**src/rtl/neuron_mac_accumulator_if.sv**
```systemverilog
// rtl/neuron_mac_accumulator_if.sv - pair input and z_value output handshake bundle
// master drives pairs and z_ready; slave is the accumulator.
interface neuron_mac_accumulator_if #(
   parameter int DATA_W = 8
);
   logic              in_valid;
   logic              in_ready;
   logic [DATA_W-1:0] in_data;
   logic [DATA_W-1:0] in_weight;
   logic [DATA_W-1:0] bias;
   logic              z_valid;
   logic              z_ready;
   logic [DATA_W-1:0] z_value;
   logic              z_sat;

   modport master (
      output in_valid, in_data, in_weight, bias, z_ready,
      input  in_ready, z_valid, z_value, z_sat
   );

   modport slave (
      input  in_valid, in_data, in_weight, bias, z_ready,
      output in_ready, z_valid, z_value, z_sat
   );
endinterface

```
**src/rtl/neuron_mac_accumulator.sv**
```systemverilog
// rtl/neuron_mac_accumulator.sv - serial MAC of N_INPUTS Q4.4 pairs plus bias, saturated to Q4.4
// One SAT cycle rescales the Q8.8 sum; the result is held until z_ready.
module neuron_mac_accumulator #(
   parameter int N_INPUTS = 4,
   parameter int DATA_W   = 8,
   parameter int FRAC     = 4,
   parameter int ACC_W    = 20
) (
   input  logic                      clk,
   input  logic                      rst,
   neuron_mac_accumulator_if.slave   bus
);
   localparam int CNT_W = (N_INPUTS > 1) ? $clog2(N_INPUTS) : 1;
   localparam logic [CNT_W-1:0] LAST = CNT_W'(N_INPUTS - 1);
   localparam logic signed [ACC_W:0] Z_MAX = (ACC_W+1)'((2 ** (DATA_W - 1)) - 1);
   localparam logic signed [ACC_W:0] Z_MIN = ~Z_MAX;

   typedef enum logic [1:0] {ACC, SAT, OUT} state_t;

   state_t                   state;
   logic [CNT_W-1:0]         count;
   logic signed [ACC_W-1:0]  acc;
   logic                     in_ready_r;
   logic                     z_valid_r;
   logic                     z_sat_r;
   logic [DATA_W-1:0]        z_value_r;

   logic signed [2*DATA_W-1:0] prod;
   logic signed [ACC_W-1:0]    prod_ext;
   logic signed [ACC_W:0]      bias_ext;
   logic signed [ACC_W:0]      sum_s;
   logic signed [ACC_W:0]      sum_t;
   logic                       accept;

   assign prod     = $signed(bus.in_data) * $signed(bus.in_weight);
   assign prod_ext = {{(ACC_W-2*DATA_W){prod[2*DATA_W-1]}}, prod};
   assign bias_ext = {{(ACC_W+1-DATA_W){bus.bias[DATA_W-1]}}, bus.bias};
   // One extra bit on the sum so the bias add cannot wrap a full-scale accumulator.
   assign sum_s    = {acc[ACC_W-1], acc} + (bias_ext <<< FRAC);
   assign sum_t    = sum_s >>> FRAC;
   assign accept   = (state == ACC) && in_ready_r && bus.in_valid;

   assign bus.in_ready = in_ready_r;
   assign bus.z_valid  = z_valid_r;
   assign bus.z_value  = z_value_r;
   assign bus.z_sat    = z_sat_r;

   always_ff @(posedge clk or posedge rst) begin
      if (rst) begin
         state      <= ACC;
         count      <= '0;
         acc        <= '0;
         in_ready_r <= 1'b0;
         z_valid_r  <= 1'b0;
         z_sat_r    <= 1'b0;
         z_value_r  <= '0;
      end else begin
         case (state)
            ACC: begin
               in_ready_r <= 1'b1;
               if (accept) begin
                  // First pair loads rather than adds, so no earlier sum can leak in.
                  acc <= (count == '0) ? prod_ext : acc + prod_ext;
                  if (count == LAST) begin
                     count      <= '0;
                     in_ready_r <= 1'b0;
                     state      <= SAT;
                  end else begin
                     count <= count + 1'b1;
                  end
               end
            end
            SAT: begin
               if (sum_t > Z_MAX) begin
                  z_value_r <= {1'b0, {(DATA_W-1){1'b1}}};
                  z_sat_r   <= 1'b1;
               end else if (sum_t < Z_MIN) begin
                  z_value_r <= {1'b1, {(DATA_W-1){1'b0}}};
                  z_sat_r   <= 1'b1;
               end else begin
                  z_value_r <= sum_t[DATA_W-1:0];
                  z_sat_r   <= 1'b0;
               end
               z_valid_r <= 1'b1;
               state     <= OUT;
            end
            OUT: begin
               if (bus.z_ready) begin
                  z_valid_r  <= 1'b0;
                  acc        <= '0;
                  in_ready_r <= 1'b1;
                  state      <= ACC;
               end
            end
            default: begin
               state      <= ACC;
               in_ready_r <= 1'b0;
            end
         endcase
      end
   end
endmodule

```
**src/flat_wrapper.sv**
```systemverilog
// flat-port wrapper written by rule: the top's interface ports become plain ports
module neuron_mac_accumulator_flat 
#(
   parameter int N_INPUTS = 4,
   parameter int DATA_W   = 8,
   parameter int FRAC     = 4,
   parameter int ACC_W    = 20
)
  (clk, rst, bus_in_valid, bus_in_data, bus_in_weight, bus_bias, bus_z_ready, bus_in_ready, bus_z_valid, bus_z_value, bus_z_sat);
  neuron_mac_accumulator_if #(.DATA_W(DATA_W)) bus_i ();
  input  logic clk;
  input  logic rst;
  input wire logic [$bits(bus_i.in_valid)-1:0] bus_in_valid;
  input wire logic [$bits(bus_i.in_data)-1:0] bus_in_data;
  input wire logic [$bits(bus_i.in_weight)-1:0] bus_in_weight;
  input wire logic [$bits(bus_i.bias)-1:0] bus_bias;
  input wire logic [$bits(bus_i.z_ready)-1:0] bus_z_ready;
  output wire logic [$bits(bus_i.in_ready)-1:0] bus_in_ready;
  output wire logic [$bits(bus_i.z_valid)-1:0] bus_z_valid;
  output wire logic [$bits(bus_i.z_value)-1:0] bus_z_value;
  output wire logic [$bits(bus_i.z_sat)-1:0] bus_z_sat;
  assign bus_i.in_valid = bus_in_valid;
  assign bus_i.in_data = bus_in_data;
  assign bus_i.in_weight = bus_in_weight;
  assign bus_i.bias = bus_bias;
  assign bus_i.z_ready = bus_z_ready;
  assign bus_in_ready = bus_i.in_ready;
  assign bus_z_valid = bus_i.z_valid;
  assign bus_z_value = bus_i.z_value;
  assign bus_z_sat = bus_i.z_sat;
  neuron_mac_accumulator #(.N_INPUTS(N_INPUTS), .DATA_W(DATA_W), .FRAC(FRAC), .ACC_W(ACC_W)) u_core (.clk(clk), .rst(rst), .bus(bus_i));
endmodule
```
**config.mk**
```make
export PLATFORM = sky130hd
export DESIGN_NAME = neuron_mac_accumulator_flat
export DESIGN_NICKNAME = d
export VERILOG_FILES = /design/src/rtl/neuron_mac_accumulator_if.sv /design/src/rtl/neuron_mac_accumulator.sv /design/src/flat_wrapper.sv
export SDC_FILE = /design/constraint.sdc
export NUM_CORES = 1
export LEC_CHECK = 0
export CAP_MARGIN = 20
export CELL_PAD_IN_SITES_DETAIL_PLACEMENT = 0
export CELL_PAD_IN_SITES_GLOBAL_PLACEMENT = 1
export CORE_UTILIZATION = 55
export DETAILED_ROUTE_END_ITERATION = 8
export DONT_BUFFER_PORTS = 1
export PLACE_DENSITY_LB_ADDON = 0.1
export SETUP_SLACK_MARGIN = 0.5
export SLEW_MARGIN = 5
export SYNTH_ARGS = -nofsm -noshare
export SYNTH_HDL_FRONTEND = slang
export SYNTH_SLANG_ARGS = --single-unit
```
**constraint.sdc**
```tcl
create_clock -name clk -period 8.1 [get_ports clk]
set_input_delay 2.43 -clock clk [delete_from_list [all_inputs] [get_ports clk]]
set_output_delay 2.43 -clock clk [all_outputs]
set_load 0.01 [all_outputs]
```
Yosys cells after proc, flatten, opt, wreduce, memory -nomap -nowiden
Index checks and enable logic that the tools add are counted.
{"block": "op_classes", "n_addsub": 3, "multipliers": 1, "order_cmp": 2, "eq_ne": 6, "n_mux": 19, "bitwise_logic": 1, "n_reduce_logical": 11}
{"operator": "$mux 20", "n": 3}
{"operator": "$pmux 20 s2", "n": 1}
{"operator": "$add 20x12->21", "n": 1}
{"operator": "$add 20x16->20", "n": 1}
{"operator": "$gt 17x8->1 const B", "n": 1}
{"operator": "$lt 17x8->1 const B", "n": 1}
{"operator": "$mul 8x8->16", "n": 1}
{"operator": "$mux 8", "n": 2}
{"operator": "$mux 2", "n": 4}
{"operator": "$mux 1", "n": 6}
{"operator": "$pmux 2 s3", "n": 1}
{"operator": "$reduce_and 2->1", "n": 3}
{"operator": "$reduce_and 3->1", "n": 2}
{"operator": "$eq 2x2->1 const B", "n": 2}
{"operator": "$logic_not 2->1", "n": 2}
{"operator": "$ne 2x2->1 const B", "n": 2}
{"operator": "$reduce_bool 2->1", "n": 2}
{"operator": "$pmux 1 s3", "n": 1}
{"operator": "$add 2x1->2 const B", "n": 1}
{"operator": "$eq 2x1->1 const B", "n": 1}
{"operator": "$logic_and 1x1->1", "n": 2}
{"operator": "$ne 2x1->1 const B", "n": 1}
{"operator": "$pmux 1 s2", "n": 1}
{"operator": "$not 1->1", "n": 1}
{"block": "word_totals", "ff_bits": 35, "input_bits": 28, "output_inout_bits": 11, "word_cells": 50}

Longest topological paths before layout
{"block": "depth", "depth_word": 5, "depth_mapped": 25, "mapped_depth_nobuf": 25}

Least setup slack after synthesis
Ideal clock, no wire load.
{"block": "synth_path", "path_type": "input to register", "start": "in bus_in_weight[3]", "end": "reg u_core.acc[19]", "setup_ns": 0.095, "arrival_ns": 7.459, "required_ns": 8.005, "slack_ns": 0.545, "cell_stages": 21, "path_buffers": 0, "path_cell_list": "and2_1 > fa_1 > inv_1 > fa_1 > inv_1 > fa_1 > inv_1 > fa_1 > inv_1 > ha_1 > and3_1 > a21oi_1 > a31oi_1 > xnor2_1 > inv_1 > ha_1 > and3_1 > a31oi_1 > mux2i_1 > a21oi_1 > o31ai_1"}
{"block": "synth_via", "elab_chain_cells": 5}
{"item": "start: declaration", "line": "flat_wrapper.sv:15", "text": "input wire logic [$bits(bus_i.in_weight)-1:0] bus_in_weight;"}
{"item": "$mul 8x8->16 *", "line": "neuron_mac_accumulator.sv:35", "text": "assign prod = $signed(bus.in_data) * $signed(bus.in_weight);"}
{"item": "$add 20x16->20", "line": "neuron_mac_accumulator.sv:63", "text": "acc <= (count == '0) ? prod_ext : acc + prod_ext;"}
{"item": "$mux 20 *", "line": "neuron_mac_accumulator.sv:63"}
{"item": "$mux 20 *", "line": "neuron_mac_accumulator.sv:61", "text": "if (accept) begin"}
{"item": "$pmux 20 s2 *", "line": "neuron_mac_accumulator.sv:58", "text": "case (state)"}
{"item": "end signal: assignment", "line": "neuron_mac_accumulator.sv:63"}
{"item": "end: declaration", "line": "neuron_mac_accumulator.sv:22", "text": "logic signed [ACC_W-1:0] acc;"}
Every way passes the cells marked *; elsewhere a longest branch is shown, timed or not. The select of a mux whose other input is x is not followed.
A chain may end at the register's enable or synchronous reset.

Worst setup path after layout
{"block": "layout_path", "start": "in bus_in_weight[0]", "end": "reg u_core.acc[19]"}
The elaborated chain is that of the path after synthesis.

==> results.md <==
* Synth area leaders: fa_1 (19%), dfrtp_1 (15%), ha_1 (14%), inv_1 (6.9%), and2_1 (4.9%)
* DR vias/cell at 5.61
* CTS Hold Bufs at 0
* Yosys reg bits at 35
* Fraction of layout cells with a size suffix above 1 at 0.0866
* Synthesis-to-finish area growth at 7.73%
* Synth Net Count at about 850
* DP Wirelength at 10.0 mm
* CP required at about 8300 ps
* Pin count of the biggest net entering global routing at 36
* Number of flops mapped to enable cells by yosys at 0
* Initial Util at 0.568
* Die width at roughly 110 um
* Fin crit share at 0.912
* Top FF cell, synth: dfrtp_1
* Global-route wire length before repair at 20.4 mm
* H-tree depth at 2
* Max-cap violations at 0
* Crit path DAT at ~7500 ps
* Status: finished clean
* Final setup viols at 0
* Crit Path Class: primary input to flop
* IO Port Bufs at 0
* Crit-path leading delay family: adder cells
* Cell area after synthesis at ~5900 um^2
* Grt total ovfl at 0
* RSZ-0062 raised after global routing: true
* Ys async rst share at 1.00
* Worst-path cell chain: and2_4 -> fa_1 -> inv_1 -> fa_1 -> inv_1 -> fa_1 -> inv_2 -> fa_1 -> inv_2 -> ha_4 -> nor2b_4 -> o21a_1 -> nor2_1 -> xnor2_1 -> ha_2 -> or3_4 -> o311ai_4 -> o211ai_1 -> a31oi_2 -> mux2i_1 -> and3_1 -> o31ai_2
* Remaining antenna violation count at 0
* Register area at 876 um^2
* CP Max Fanout at 8
* RD Place Congestion at about 0.88
* Vias at roughly 4.7k
* Chip height at around 110 um
* Final Max Tran Viols at 0
* Relative slew margins at 0.588
* Setup crit end kind: flop
* Footprint of the multi-input gates at 4680 um^2
* Slew @ Worst Pin at approximately 620 ps
* Crit path time final at 7390 ps
* Setup TNS at 0 ps
* Final WL at 12.3 mm
* Clock Latency Late Sink at 290 ps
* Vias in the first global route at between 4k and 5k
* Syn avg cell area at 8.46 um^2
* # diodes at 0
* Crit-path max cell delay at 550 ps
* CTS max path bufs at 2
* Tot GR Track Use at 0.223
* Sequential share of the synthesized area at 0.149
* Startpoint type of the worst setup path: primary input
* FMAX at ~140 MHz
* Clock sinks at 35
* Core area at 10400 um^2
* Yosys warning total at 0
* Ports at 39
* CP max stage cell: fa_1
* Filler Cell Count at 900
* Clock buffer count from CTS at 5
* Wire per inst at 14.6 um
* Count leader, synth: inv_1
* Worst-path clk slew at roughly 80 ps
* Worst path most repeated cell: fa_1
* Final hold violations at 0
* Worst Clk Skew at roughly 11 ps
* Hold Path Class: flop to flop
* CTS Root Cell: clkbuf_8
* First-pass DRT Iterations at 5
* # DRC at 0
* Cell taking the most area after synthesis: fa_1
* Nets@finish at approximately 860
* WP buf/inv at 4
* Post-Synthesis Cells at 696
* Die area at 11100 um^2
* Share of the synthesized area in the top cell type at 0.194
* DR iter-0 viols at 221
* Commonest cells in the netlist: inv_1 (109), ha_1 (67), fa_1 (57), nand2_1 (56), and2_1 (46)
* Initial antenna violation count at 0
* Unique masters post-synth at 62
* CTS tree: done
* Std-Cell Rows at 37
repair_timing:
action | in CTS | in global routing
buffers inserted | 1 | 7
gates cloned | 0 | 0
resized for setup | 1 | 31
setup endpoints to repair | 2 | 5
pin swaps | 1 | 23
worst register-to-register path, stage by stage, from the launching register on:
cell,delay [ps]
dfrtp_1,410
ha_1,220
fa_1,400
a21o_2,250
a311oi_2,300
o21a_2,230
o31ai_4,110
a21o_2,250
o31ai_2,280
a31oi_1,200
a21oi_2,320
o311ai_1,160
flip-flops by register name (all words and copies together), names as in the netlist:
signal	cells
u_core.bus.z_sat	1
u_core.acc	20
u_core.state	2
u_core.bus.in_ready	1
u_core.bus.z_value	8
u_core.count	2
u_core.bus.z_valid	1
metal layers:
metal | up-vias | GRT usage | wire (um)
met3 | 4 | 0.0235 | 431
met2 | 102 | 0.391 | 5960
met4 | 0 | 0.0337 | 57
met1 | 2229 | 0.303 | 5810
met5 | - | 0 | 0
li1 | 2378 | - | -
kinds of logic (layout without fill, tap and decap cells):
family / count (synthesis) / in the layout / share of synthesized area
buf+inv: 122 / 130 / 0.0790
compound gates: 163 / 163 / 0.189
fa+ha+maj: 124 / 124 / 0.336
mux: 6 / 6 / 0.0104
flops: 35 / 35 / 0.149
xor+xnor: 36 / 36 / 0.0535
simple gates: 210 / 210 / 0.184
layout by cell type (no fill, tap or decap), types with 12 or more instances in the layout:
master   count
inv_1      105
ha_1        63
nand2_1     56
fa_1        56
and2_1      45
a21oi_1     37
o21ai_0     37
nor2_1      35
dfrtp_1     35
xnor2_1     25
nand3_1     12
nor2b_1     12
buf_4       12
layout make-up:
| class | count | area share |
|---|---|---|
| clock buffers | 5 | 0.0108 |
| repair buffers | 12 | 0.0142 |
| clock inverters | 3 | 0.00690 |
| well taps | 136 | 0.0268 |
| multi-input cells | 539 | 0.738 |
| flip-flops and latches | 35 | 0.138 |
| inverters | 110 | 0.0651 |
final timing paths:
| kind | start | slack (ps) | to | cells after the start |
|---|---|---|---|---|
| worst max-delay path | bus_in_weight[0] | 710 | u_core.acc[19]$_DFFE_PP0P_ | 22 |
| worst min-delay path | u_core.acc[2]$_DFFE_PP0P_ | 500 | u_core.acc[2]$_DFFE_PP0P_ | 2 |
| worst max register to register | u_core.acc[4]$_DFFE_PP0P_ | 4810 | u_core.bus.z_value[2]$_DFFE_PP0P_ | 11 |
| worst min register to register | u_core.acc[2]$_DFFE_PP0P_ | 500 | u_core.acc[2]$_DFFE_PP0P_ | 2 |
| max in group asynchronous | rst | 5640 | u_core.acc[11]$_DFFE_PP0P_ | 2 |
| min in group asynchronous | rst | 2130 | u_core.bus.z_valid$_DFFE_PP0P_ | 2 |
per-stage QoR:
stage	util	setup slack (ps)	instance area, um^2	instances	hold slack, ps
after floorplan	-	545	5890	696	456
after detailed placement	0.582	113	6040	824	486
after CTS	0.595	532	6170	833	504
after global placement	0.582	254	6040	824	472
after global routing	0.612	460	6350	840	539
final	0.612	713	6350	840	500
Power is not shown: default switching activity piles up to over one toggle a cycle in this logic, so the estimate is an artifact.
==> RTL edit 1, RTL diff (same settings) <==
Re-encode `state_t` (3 states) as one-hot, 3 bits wide.
--- a/src/rtl/neuron_mac_accumulator.sv
+++ b/src/rtl/neuron_mac_accumulator.sv
@@ -15,7 +15,7 @@
    localparam logic signed [ACC_W:0] Z_MAX = (ACC_W+1)'((2 ** (DATA_W - 1)) - 1);
    localparam logic signed [ACC_W:0] Z_MIN = ~Z_MAX;
 
-   typedef enum logic [1:0] {ACC, SAT, OUT} state_t;
+   typedef enum logic [2:0] {ACC = 3'b001, SAT = 3'b010, OUT = 3'b100} state_t;
 
    state_t                   state;
    logic [CNT_W-1:0]         count;
Function: no difference found for any inputs over 4 cycles, from zero or initial values and one cycle with rst high; so few cycles prove little.
==> RTL edit 1 against the original RTL <==
Setup slack worse by 0.069 ns. Critical endpoint unchanged. Sequential share of layout area up 0.21 points. Wire length up 3.7%. Design area up 1.5%. Critical path depth up 1. Sequential cell count up 1. Synthesized area up 0.74%. Clock skew down 0.0068 ns. Core utilization up 0.89 points. Global-route usage up 1.6 points.
Power is left out: the tool's default activity adds up to more than one toggle a clock period on the data nets, which glitch-free logic cannot reach.
==> RTL edit 1: results (changes against the original RTL) <==
| Metric | Value |
|---|---|
| Worst Hold Depth | 1 (-1) |
| Synthesized Nets | 834 (-1.7%) |
| Hold Startpoint | u_core.acc[3] |
| Ranking of synthesized cells by area | fa_1, dfrtp_1, ha_1 |
| Clock skew | 0.00385 ns (-0.00680 ns) |
| R2R cell count | 10 (-1) |
| Synth cell types | 70 (+13%) |
| Vias | 4719 (+0.13%) |
| Status | finished, final reports clean |
| Sequential share of the synthesized area | 15.2% (+0.33 points) |
| Layout cells sized above 1 | 10.2% (+1.5 points) |
| Post-DR wirelength/cell | 15.4 µm (+5.7%) |
| Nets | 839 (-1.9%) |
| CP peak stage delay | 0.54 ns |
| Hpwl dp | 10.4 mm (+3.8%) |
| Initial antenna violation count | 0 (unchanged) |
| First-pass GRT wire length | 21.8 mm (+7.1%) |
| Reg2reg end | u_core.bus.z_value[5] |
| WHS | 0.528 ns (+0.0274 ns) |
| Met2 Wirelength | 6.46 mm (+8.4%) |
| R2r setup slk | 4.97 ns (+0.16 ns) |
| Top cells by count, synth | inv_1, ha_1, nand2_1, fa_1, and2_1 |
| DRT Pass-1 Iters | 4 (-1) |
| First DRT Iteration DRCs | 266 (+20%) |
| Total GRT Usage | 23.9% (+1.6 points) |
| Largest net degree at the start of global routing | 34 (-5.6%) |
| Slew headroom | 67.7% (+8.9 points) |
| Worst EP arrival | 7.69 ns (+0.15 ns) |
-- RTL edit 1: logic make-up after synthesis --
logic type / count (synthesis) / synth area share [%]
mux: 5 / 0.864
simple gates: 198 / 17.3
compound gates: 170 / 20.4
flops: 36 / 15.2
fa+ha+maj: 124 / 33.4
buf+inv: 111 / 7.23
xor+xnor: 38 / 5.61
-- RTL edit 1: cell type report --
cell class / count / area (µm²)
Multi-Input combinational cell: 535 / 4830
Tap cell: 136 / 170
Inverter: 100 / 378
Clock inverter: 3 / 18.8
Clock buffer: 5 / 68.8
Fill cell: 895 / 3930
Sequential cell: 36 / 902
Timing Repair Buffer: 9 / 67.6
-- RTL edit 1: worst max-delay path by stage --
stage,cells past startpoint,start,slack (ns),to
finish,23,bus_in_weight[0],0.64,u_core.acc[19]
global route,23,bus_in_weight[0],0.45,u_core.acc[19]
CTS,22,bus_in_weight[2],0.49,u_core.acc[19]
detailed placement,22,bus_in_data[3],0.12,u_core.acc[19]
global placement,24,bus_in_data[3],0.22,u_core.acc[19]
floorplan,21,bus_in_weight[4],0.46,u_core.acc[19]
-- RTL edit 1: worst register-to-register path: stages, from the launching register on --
cell and delay (ns):
dfrtp_1 0.42, ha_1 0.24, fa_1 0.43, a211oi_1 0.27, o21ai_1 0.17, a211oi_2 0.27, o31ai_1 0.13, xnor2_1 0.25
nand2_1 0.14, o311ai_4 0.46, o311ai_1 0.18
-- RTL edit 1: through the flow --
stage	worst slack [ns]	instance area, µm²	cells
finish	0.643	6440	824
global route	0.452	6440	824
CTS	0.487	6270	821
detailed placement	0.123	6180	813
global placement	0.223	6180	813
floorplan	0.465	6020	682
-- RTL edit 1: per-layer routing --
metal | up-vias | GRT usage [%]
met2 | 108 | 43.1
met4 | 0 | 5.46
met5 | - | 0
li1 | 2344 | -
met1 | 2253 | 30.4
met3 | 14 | 3.03
-- RTL edit 1: repair_timing --
item | 4_1_cts | 5_1_grt
pin swaps | 0 | 20
gates resized for setup | 2 | 33
buffers inserted | 0 | 3
setup endpoints to repair | 2 | 4
==> RTL edit 2, RTL diff (config.mk and constraints unchanged) <==
Without the edit above. `DATA_W` is set to 8 in 3 places; all go to 9.
--- a/src/rtl/neuron_mac_accumulator_if.sv
+++ b/src/rtl/neuron_mac_accumulator_if.sv
@@ -1,7 +1,7 @@
 // rtl/neuron_mac_accumulator_if.sv - pair input and z_value output handshake bundle
 // master drives pairs and z_ready; slave is the accumulator.
 interface neuron_mac_accumulator_if #(
-   parameter int DATA_W = 8
+   parameter int DATA_W = 9
 );
    logic              in_valid;
    logic              in_ready;
--- a/src/rtl/neuron_mac_accumulator.sv
+++ b/src/rtl/neuron_mac_accumulator.sv
@@ -2,7 +2,7 @@
 // One SAT cycle rescales the Q8.8 sum; the result is held until z_ready.
 module neuron_mac_accumulator #(
    parameter int N_INPUTS = 4,
-   parameter int DATA_W   = 8,
+   parameter int DATA_W   = 9,
    parameter int FRAC     = 4,
    parameter int ACC_W    = 20
 ) (
--- a/src/flat_wrapper.sv
+++ b/src/flat_wrapper.sv
@@ -2,7 +2,7 @@
 module neuron_mac_accumulator_flat 
 #(
    parameter int N_INPUTS = 4,
-   parameter int DATA_W   = 8,
+   parameter int DATA_W   = 9,
    parameter int FRAC     = 4,
    parameter int ACC_W    = 20
 )
Interface: changed (resized bus_bias, bus_in_data, bus_in_weight and bus_z_value); port bits go from 39 to 43. The function was not compared with the original's and may differ.
==> RTL edit 2 against the original RTL <==
Setup slack worse by 0.32 ns. Synthesized area up 8.2%. Via count rose by 12%. Sequential cell count up 1. Final cell count is 6.2% higher. Design area up 16%. Wire length up 18%. First-iteration DRC count is 31% higher. Die area is 8.1% higher. Highest routed layer unchanged.
Power is left out: the tool's default activity adds up to more than one toggle a clock period on the data nets, which glitch-free logic cannot reach.
==> RTL edit 2: results (changes against the original RTL) <==
| Metric | Value |
|---|---|
| Status | finished, final reports clean |
| Highest Clock Rate | 130 MHz (-4.1%) |
| First-pass GRT wire length | 23.4 mm (+15%) |
| Initial antenna violation count | 0 (unchanged) |
| CP max stage cell | fa_1 |
| Synthesized Nets | 911 (+7.4%) |
| Clock skew | 0.00421 ns (-0.00645 ns) |
| Routability cong. | 0.824 (-6.3%) |
| Worst slack, placed | -0.0670 ns (-0.180 ns) |
| Largest net degree at the start of global routing | 37 (+2.8%) |
| Port bufs | 0 (unchanged) |
| Nets | 930 (+8.8%) |
| Most flops, register | u_core.acc |
| Clk_lat worst skew | 0.28 ns |
| TritonCTS Buffers | 5 (unchanged) |
| N_diodes | 0 (unchanged) |
| DRT Pass-1 Iters | 5 (unchanged) |
| Vias per inst | 5.90 (+5.1%) |
| CP max FO | 7 (-1) |
| Slew at the pin with the worst max-slew slack | 0.912 ns (+0.294 ns) |
| Worst EP arrival | 7.86 ns (+0.32 ns) |
| Clk root buf | clkbuf_16 |
| Clk slew on worst S/H paths | 0.06 ns (-0.02 ns) |
| Yosys Warn Count | 0 (unchanged) |
| R2r setup slk | 5.03 ns (+0.22 ns) |
| Vias | 5260 (+12%) |
| Layout cells sized above 1 | 18.4% (+9.7 points) |
| Hpwl dp | 11.0 mm (+9.6%) |
| Total GRT Usage | 24.6% (+2.3 points) |
| Avg Inst Size Synth | 8.71 µm² (+2.9%) |
| Vias in the first global route | 5134 (+14%) |
| Overflow after GRT | 0 (unchanged) |
| First DRT Iteration DRCs | 290 (+31%) |
| Post-DR wirelength/cell | 16.2 µm (+11%) |
| Dpl cells | 859 (+4.2%) |
| Ys flop type | dfrtp_1 |
| Top cells by count, synth | inv_1, ha_1, fa_1, nand2_1, nor2_1 |
| Fraction of registers with async set/reset | 100% (unchanged) |
| Sequential share of the synthesized area | 14.1% (-0.74 points) |
| Ranking of synthesized cells by area | fa_1, ha_1, dfrtp_1 |
| Synth cell types | 63 (+1.6%) |
| CTS Buffer Depth | 2 (unchanged) |
| Number of fill cells | 920 (+2.2%) |
[RTL edit 2: through the flow]
stage	utilization (%)	instance area, µm²	hold WS (ns)
after floorplan	-	6550	0.456
after global placement	60.1	6650	0.470
after detailed placement	60.1	6650	0.483
after CTS	63.3	7020	0.497
after global routing	66.7	7380	0.527
final	66.7	7380	0.496
[RTL edit 2: worst paths after layout]
path / startpoint / endpoint / depth (start not counted)
min in group asynchronous: rst / u_core.acc[4] / 2
worst max-delay path: bus_in_weight[8] / u_core.acc[19] / 23
max in group asynchronous: rst / u_core.bus.z_valid / 2
worst min-delay path: u_core.acc[3] / u_core.acc[3] / 2
worst min register to register: u_core.acc[3] / u_core.acc[3] / 2
worst max register to register: u_core.acc[4] / u_core.bus.z_value[4] / 10
[RTL edit 2: what timing repair did]
item,CTS,global route
setup buffers,12,13
resized for setup,25,53
hold buffers,0,0
gates cloned,0,0
pin swaps,29,39
setup endpoints to repair,4,6
[RTL edit 2: tightest hold or removal path: stages (launching register included)]
cell,delay [ns]
dfrtp_1,0.35
nand2_1,0.05
o21ai_0,0.06
[RTL edit 2: routing by layer]
layer  track usage (%)  part of all wire (%)  up-vias
met5                 0                     0        -
met3              2.85                   4.3       15
met1              33.7                    45     2592
met4              4.57                   1.3        0
li1                  -                     -     2525
met2              42.2                    49      128
[RTL edit 2: cell type report]
type                       instances  area share, %
clock buffer                       6           1.88
sequential                        36           12.2
tap                              140           2.37
multi-input combinational        582           75.3
inverter                          94           4.83
clock inverter                     2          0.136
timing repair buffer              32           3.30
[RTL edit 2: kinds of logic after synthesis]
| group | synth area share [%] |
|---|---|
| mux | 0.314 |
| flops | 14.1 |
| fa+ha+maj | 37.5 |
| xor+xnor | 6.16 |
| buf+inv | 6.83 |
| compound gates | 19.2 |
| simple gates | 15.8 |
